File: config.mk
export PLATFORM = sky130hd
export DESIGN_NAME = commit_rat
export DESIGN_NICKNAME = d
export VERILOG_FILES = /design/src/rtl/commit_rat.sv
export SDC_FILE = /design/constraint.sdc
export NUM_CORES = 2
export LEC_CHECK = 0
export BUFFER_PORTS_ARGS = -buffer_cell sky130_fd_sc_hd__buf_4
export CORE_MARGIN = 1.5
export CORE_UTILIZATION = 25
export DETAILED_ROUTE_END_ITERATION = 12
export PLACE_DENSITY = 0.42
export RECOVER_POWER = 100
export SLEW_MARGIN = 20
export SYNTH_ARGS = -nofsm -noshare
export SYNTH_HDL_FRONTEND = slang
export SYNTH_SLANG_ARGS = --single-unit
File: constraint.sdc
create_clock -name clk -period 9.2 [get_ports clk]
set_input_delay 1.84 -clock clk [delete_from_list [all_inputs] [get_ports clk]]
set_output_delay 1.84 -clock clk [all_outputs]
set_load 0.03 [all_outputs]
File: src/rtl/commit_rat.sv
// Committed register alias table: tracks each architectural register's committed physical tag and recycles superseded tags.
// Latency: commits visible in the table and freed tags visible on the free ports one cycle later; lookup is registered (1 cycle).
// Backpressure: OUT_stall asserts when the free-tag FIFO cannot absorb a full commit bundle; free ports use valid/ready, prefix-contiguous.
module commit_rat #(
  parameter int WIDTH      = 4,
  parameter int NUM_AREGS  = 32,
  parameter int TAG_LEN    = 7,
  parameter int FREE_DEPTH = 16,
  parameter int FREE_PORTS = 2
) (
  input  logic                          clk,
  input  logic                          rst,
  input  logic [WIDTH-1:0]              IN_comValid,
  input  logic [WIDTH*5-1:0]            IN_comRd,
  input  logic [WIDTH*TAG_LEN-1:0]      IN_comTag,
  input  logic                          IN_flush,
  output logic                          OUT_stall,
  output logic [FREE_PORTS-1:0]         OUT_freeValid,
  output logic [FREE_PORTS*TAG_LEN-1:0] OUT_freeTag,
  input  logic [FREE_PORTS-1:0]         IN_freeReady,
  input  logic [4:0]                    IN_lookupRd,
  output logic [TAG_LEN-1:0]            OUT_lookupTag,
  output logic                          OUT_overflow
);

  localparam int PTR_W  = $clog2(FREE_DEPTH);
  localparam int CNT_W  = PTR_W + 1;
  // One extra bit so count + pushes never wraps before the capacity compare.
  localparam int SUM_W  = CNT_W + 1;
  localparam int PIDX_W = (WIDTH > 1) ? $clog2(WIDTH) : 1;
  localparam logic [TAG_LEN-1:0] NO_TAG = {1'b1, {(TAG_LEN-1){1'b0}}};

  typedef logic [TAG_LEN-1:0] tag_t;

  // Architectural state
  tag_t             crat_q [NUM_AREGS];
  tag_t             crat_d [NUM_AREGS];
  tag_t             lookup_q;
  logic             overflow_q;
  logic             overflow_d;

  // Free-tag FIFO state
  tag_t             mem_q [FREE_DEPTH];
  logic [PTR_W-1:0] rd_ptr_q;
  logic [PTR_W-1:0] rd_ptr_d;
  logic [PTR_W-1:0] wr_ptr_q;
  logic [PTR_W-1:0] wr_ptr_d;
  logic [CNT_W-1:0] count_q;
  logic [CNT_W-1:0] count_d;

  // Per-cycle commit results
  tag_t             push_tag [WIDTH];
  logic [SUM_W-1:0] n_push;
  logic [SUM_W-1:0] n_pop;
  logic [SUM_W-1:0] n_accept;
  logic [SUM_W-1:0] room;
  logic [4:0]       slot_rd;
  tag_t             slot_tag;
  tag_t             slot_old;

  // Walk the commit slots oldest-first against a working copy of the table so
  // same-cycle writes to one register chain correctly and the youngest wins.
  always_comb begin
    for (int a = 0; a < NUM_AREGS; a++) begin
      crat_d[a] = crat_q[a];
    end
    for (int k = 0; k < WIDTH; k++) begin
      push_tag[k] = '0;
    end
    n_push   = '0;
    slot_rd  = '0;
    slot_tag = '0;
    slot_old = '0;
    if (!IN_flush) begin
      for (int i = 0; i < WIDTH; i++) begin
        if (IN_comValid[i]) begin
          slot_rd  = IN_comRd[i*5 +: 5];
          slot_tag = IN_comTag[i*TAG_LEN +: TAG_LEN];
          if (slot_rd != 5'd0) begin
            slot_old        = crat_d[slot_rd];
            crat_d[slot_rd] = slot_tag;
            if (!slot_old[TAG_LEN-1]) begin
              push_tag[n_push[PIDX_W-1:0]] = slot_old;
              n_push = n_push + SUM_W'(1);
            end
          end else if (!slot_tag[TAG_LEN-1]) begin
            // x0 never takes a mapping; the allocated tag goes straight back.
            push_tag[n_push[PIDX_W-1:0]] = slot_tag;
            n_push = n_push + SUM_W'(1);
          end
        end
      end
    end
  end

  // Free-port presentation: the oldest FREE_PORTS entries, valid by occupancy.
  always_comb begin
    OUT_freeValid = '0;
    OUT_freeTag   = '0;
    for (int i = 0; i < FREE_PORTS; i++) begin
      OUT_freeValid[i]                    = (count_q > CNT_W'(i));
      OUT_freeTag[i*TAG_LEN +: TAG_LEN]   = mem_q[rd_ptr_q + PTR_W'(i)];
    end
  end

  // Stall leaves room for one full bundle based on registered occupancy only.
  assign OUT_stall     = (count_q > CNT_W'(FREE_DEPTH - WIDTH));
  assign OUT_lookupTag = lookup_q;
  assign OUT_overflow  = overflow_q;

  // Pop/push accounting; pushes beyond capacity are dropped youngest-first.
  always_comb begin
    n_pop = '0;
    for (int i = 0; i < FREE_PORTS; i++) begin
      if (OUT_freeValid[i] && IN_freeReady[i]) begin
        n_pop = n_pop + SUM_W'(1);
      end
    end
    room       = SUM_W'(FREE_DEPTH) - SUM_W'(count_q) + n_pop;
    overflow_d = overflow_q;
    if (n_push > room) begin
      n_accept   = room;
      overflow_d = 1'b1;
    end else begin
      n_accept   = n_push;
    end
    count_d  = CNT_W'(SUM_W'(count_q) + n_accept - n_pop);
    rd_ptr_d = rd_ptr_q + PTR_W'(n_pop);
    wr_ptr_d = wr_ptr_q + PTR_W'(n_accept);
  end

  // Table, FIFO control and lookup register; reset restores the identity map.
  always_ff @(posedge clk) begin
    if (rst) begin
      for (int a = 0; a < NUM_AREGS; a++) begin
        crat_q[a] <= (a == 0) ? NO_TAG : TAG_LEN'(a);
      end
      rd_ptr_q   <= '0;
      wr_ptr_q   <= '0;
      count_q    <= '0;
      overflow_q <= 1'b0;
      lookup_q   <= NO_TAG;
    end else begin
      for (int a = 0; a < NUM_AREGS; a++) begin
        crat_q[a] <= crat_d[a];
      end
      rd_ptr_q   <= rd_ptr_d;
      wr_ptr_q   <= wr_ptr_d;
      count_q    <= count_d;
      overflow_q <= overflow_d;
      // Reads the table as held before this cycle's commits land.
      lookup_q   <= crat_q[IN_lookupRd];
    end
  end

  // FIFO storage write of the accepted pushes, packed in slot order.
  always_ff @(posedge clk) begin
    if (!rst) begin
      for (int k = 0; k < WIDTH; k++) begin
        if (SUM_W'(k) < n_accept) begin
          mem_q[wr_ptr_q + PTR_W'(k)] <= push_tag[k];
        end
      end
    end
  end

endmodule

# Word-level counts from Yosys, hierarchy flattened
# Memories as Yosys holds them, arrays and structs flattened. A register that Yosys moved wholly into a read port is not among the register bits.
# Cells that the tools add are included.
[classes]
magnitude_cmp = 22
shifts = 0
div = 0
muxes = 139
n_addsub = 14
reduce_logical = 13
multipliers = 0
n_eq_ne = 0
bitwise_logic = 39
[op_table]
columns = ["op", "count"]
rows = [
  ["$mux W224", 12],
  ["$bwmux W224", 4],
  ["$mux W28", 15],
  ["$mux W7", 50],
  ["$bwmux W28", 6],
  ["$bmux W7 S5", 4],
  ["$demux W7 S5", 4],
  ["$mux W6", 22],
  ["$demux W7 S2", 3],
  ["$or A1 B1 Y1", 32],
  ["$add A6 B1 Y6 const B", 4],
  ["$ge A6 B6 Y1 const B", 4],
  ["$lt A6 B1 Y1 const B", 4],
  ["$not A5 Y6", 4],
  ["$reduce_bool A5 Y1", 4],
  ["$mux W1", 18],
  ["$lt A1 B6 Y1 const A", 2],
  ["$lt A2 B6 Y1 const A", 2],
  ["$gt A5 B1 Y1 const B", 2],
  ["$ge A3 B3 Y1 const B", 3],
  ["$logic_and A1 B1 Y1", 9],
  ["$lt A3 B1 Y1 const B", 3],
  ["$not A2 Y3", 3],
  ["$add A4 B1 Y4 const B", 2],
  ["9 further kinds", 11],
]
[word_totals]
register_bits = 14
elab_cells = 233
latchBits = 0
inputBits = 62
rom_bits = 0
mem_bits_rw = 336
memories = 2
[memory_table]
columns = ["name", "depth", "width", "read_ports", "rd_clocked_by_memory_dff", "wr", "line", "source"]
rows = [
  ["crat_q", 32, 7, 33, 1, 32, "36", "tag_t crat_q [NUM_AREGS];"],
  ["mem_q", 16, 7, 2, 1, 4, "43", "tag_t mem_q [FREE_DEPTH];"],
]

# Longest topological paths before layout
[depth]
ltp_word = 32
depth_mapped = 40

# Least setup slack after synthesis
# Ideal clock, no wire load.
[synth_timing]
kind = "in2reg"
from = "in IN_comRd[0]"
to = "mem mem_q[14][0] in the netlist's numbering, enable pin"
slack_ps = 809
path_stages = 32
n_path_buf = 5
setup_ps = 381
t_arrival_ps = 8011
path_cell_list = "buf_6 -> buf_6 -> nor2b_1 -> clkbuf_1 -> nand2_1 -> o2111ai_1 -> nand4_1 -> or4_1 -> nor2_1 -> ha_1 -> nand2_1 -> o211ai_1 -> o21ai_2 -> ha_1 -> inv_1 -> mux2_4 -> inv_1 -> ha_1 -> inv_1 -> mux2i_1 -> nor2_1 -> ha_1 -> nor2b_1 -> o21a_1 -> o21a_1 -> o221ai_1 -> clkbuf_1 -> nand3b_1 -> buf_1 -> nand4_2 -> o21a_4 -> o21ai_0"
[synth_rtl]
columns = ["item", "line", "source"]
rows = [
  ["start, declared", "14", "input logic [WIDTH*5-1:0] IN_comRd,"],
  ["end, declared", "43", ""],
]

==> metrics.md <==
| Metric | Value |
|---|---|
| Count of buffer and inverter cells on the critical path | 4 |
| Synth Area in XOR/XNOR | 0.00497 |
| Final Worst Setup Slack | -206 ps |
| Post-cts repair resize count | 0 |
| Die width | about 400 um |
| Synthesis Warnings | 0 |
| Cell Chain, Critical Path | clkbuf_1 > buf_12 > nor2_4 > clkbuf_1 > clkbuf_2 > and2_0 > nand2_1 > o21ai_0 > nor2_1 > a21oi_1 > nor2_1 |
| Yosys top cell area share | 0.122 |
| Root buf cell | clkbuf_16 |
| Post-CTS setup buffer count | 0 |
| Max IR drop VDD | between 0.00015 and 0.0002 V |
| Gr usage total | 0.441 |
| Largest family of logic cells by synthesized area | compound AO/OA/AOI/OAI gates |
| Overflow after GRT | 0 |
| Pleak | about 17 nW |
| DP Worst Slack | 171 ps |
| Initial antenna violation count | a little over 70 |
| Failing checks | max-capacitance violations, max-slew violations, negative setup slack |
| Slew headroom | -1.73 |
| Fin area | 48600 sq um |
| WP data required | about 9600 ps |
| Hold Vio Cnt, Final | 0 |
| Cell variety after synth | approximately 130 |
| Post-synthesis sequential area ratio | 0.205 |
| Initial Utilization | 0.251 |
| FF+latch count, synth | about 360 |
| Adder-cell area share of the yosys netlist | 0.0124 |
| Fraction of layout cells with a size suffix above 1 | 0.222 |
| Asr flop ratio synth | 0 |
| Hold WS | around 450 ps |
| Synth area leaders | dfxtp_1 (12%), mux4_2 (11%), edfxtp_1 (8.4%) |
| Hold Crit Class | reg -> reg |
| Worst-path clk slew | 60 ps |
| Worst-Skew Late Latency | 680 ps |
| Num CTS Buffers | 47 |
| Compound-Gate Fraction of Synth Area | 0.310 |
| Number of global-route vias before repair | between 40000 and 50000 |
| Final max-slew violation count | between 300 and 400 |
| Simple-Gate Fraction of Synth Area | 0.235 |
| End-of-flow core utilization | 0.304 |
| Die Footprint | 164000 sq um |
| Period utilization | 1.02 |
| Hold-fix buffers, CTS | 0 |
| Area post-placement | around 47000 sq um |
| Largest net degree at the start of global routing | just over 90 |
| Cell at the slowest stage of the critical path | and2_0 |
| Fin crit period | about 9400 ps |
| CP peak stage delay | about 2300 ps |
| Pre-antenna DRT Iters | 6 |
| DP Wirelength | 292000 um |
| CP delay by family, top | simple AND/OR/NAND/NOR gates |
| Area added between synthesis and finish | 20.8% |
| Drt via density | ~6.7 |
| Most area-hungry cell type in the Yosys netlist | dfxtp_1 |
| Clock Path Buffers | 3 |
| Mux cell area share after synthesis | 0.164 |
| Syn Inst Count | around 5200 |
| ANT nets after route | 0 |
| Setup violations, final | 11 |
| Setup crit start kind | input port |
| # rows | around 150 |
| CTS tree | built |
| Crit. End Element | flip-flop |
| IO Count | 87 |
| Chip height | between 400 and 500 um |
| Post-route DRC | 0 |
| Clock Skew | roughly 31 ps |
| Core area | about 160000 sq um |
| Mapped Area | approximately 40000 sq um |
| Syn_area_per_cell | approximately 7.7 sq um |
| RSZ-0062 raised after global routing | no |
| Final nets | approximately 5600 |
| Arrival time worst endpoint | 9810 ps |
| Placed Instances | ~7600 |
| Peak Freq | 0.106 GHz |
| Ys flop type | dfxtp_1 |
| DR WL/cell | between 40 and 50 um |
| Commonest cells after routing, fill and taps aside | buf_4 (712), nand2_1 (661), nor2_1 (568), a21oi_1 (292), a31oi_1 (272) |
| H-tree Lvls | 2 |
| First-pass GRT wire length | 482000 um |
| Crit Path Max Fanout | 34 |
| # port buffers | between 80 and 90 |
| Post-route insts no fill | ~7700 |
| Syn_nets | 5328 |
| Starting DRT DRC Count | 8164 |
| DR vias | approximately 52000 |
| PwrDens | 162 nW/um^2 |
| Overall routed net length | 372000 um |
| Commonest non-fill, non-tap cell in the layout | buf_4 |
| Clock tree sinks | 357 |
| Outcome | finished with violations |
| Critical path type | in -> reg |
| Final Wtd Congestion | roughly 1.1 |
| Maxcap violations | 11 |
| Post-synth EDFFs | 112 |
| Slew @ Worst Pin | between 4000 and 5000 ps |
## cell families (layout without fill, tap and decap cells)
kind of cell	count (synthesis)	in the layout
and+or+nand+nor	1972	1972
adders and majority gates	37	37
AOI/OAI and AO/OA	1797	1797
buffers and inverters	636	955
DFF	357	357
xor gates and xnor gates	22	22
other	0	33
muxes	408	408
## final timing paths
path | startpoint | end | slack (ps) | cells past startpoint
min reg2reg | OUT_overflow$_SDFFE_PP0N_ | OUT_overflow$_SDFFE_PP0N_ | 450 | 2
max reg2reg | crat_q[28][6]$_SDFFE_PP0N_ | mem_q[2][5]$_DFFE_PP_ | 1740 | 32
min | OUT_overflow$_SDFFE_PP0N_ | OUT_overflow$_SDFFE_PP0N_ | 450 | 2
max | IN_comRd[16] | crat_q[20][6]$_SDFFE_PP0N_ | -210 | 11
## layout make-up
class | count | area (sq um)
fill | 17500 | 112000
multi-input combinational | 4236 | 29400
sequential | 357 | 8270
timing repair buffer | 822 | 6390
tap | 2160 | 2700
clock buffer | 63 | 1330
clock inverter | 22 | 250
inverter | 48 | 180
antenna | 33 | 82.6
## sequential cells by signal, summed over array words and instances (netlist names)
register	cells
OUT_lookupTag	7
OUT_overflow	1
count_q	5
crat_q	224
mem_q	112
rd_ptr_q	4
wr_ptr_q	4
## where the power goes
part           internal [mW]  leakage [nW]  switching (mW)
Sequential              1.80          3.04           0.159
Combinational           1.36          13.1            2.62
Clock                   1.08         0.762           0.845
## metrics by stage
| stage | setup TNS (ps) | power [mW] |
|---|---|---|
| floorplan | 0 | 4.06 |
| global placement | 0 | 5.95 |
| detailed placement | 0 | 5.93 |
| CTS | 0 | 7.88 |
| global route | 0 | 8.08 |
| finish | -811 | 7.86 |
## metal layers
metal | vias up | global-route usage | routed length, um
li1 | 20800 | - | -
met1 | 26300 | 0.536 | 143000
met2 | 3795 | 0.643 | 154000
met3 | 1121 | 0.151 | 41300
met4 | 52 | 0.325 | 33100
met5 | - | 0 | 371
## worst reg2reg max path: cells and delay by family, from the launching register on
| family | cells | cell delay, ps |
|---|---|---|
| buffers and inverters | 9 | 1470 |
| multiplexers | 4 | 970 |
| adder cells (fa/ha/maj) | 4 | 1110 |
| AND/OR/NAND/NOR | 6 | 900 |
| AO/OA/AOI/OAI | 9 | 1930 |
| flip-flops | 1 | 780 |
## synthesized netlist by cell type (35+ instances only)
library cell,instances
nor3_1,181
o21ai_0,256
mux4_2,200
buf_2,109
a311oi_1,35
edfxtp_1,112
o32ai_1,97
o211ai_1,40
a211o_1,84
o22ai_1,85
mux2i_1,189
buf_1,57
inv_1,41
a21oi_1,292
a31oi_1,275
clkbuf_1,378
dfxtp_1,245
nand3_1,164
and3_1,45
nand4_1,55
a211oi_1,209
nand2_1,661
nor2_1,574
a22oi_1,88
No activity file was read; power rests on OpenSTA's default activity.
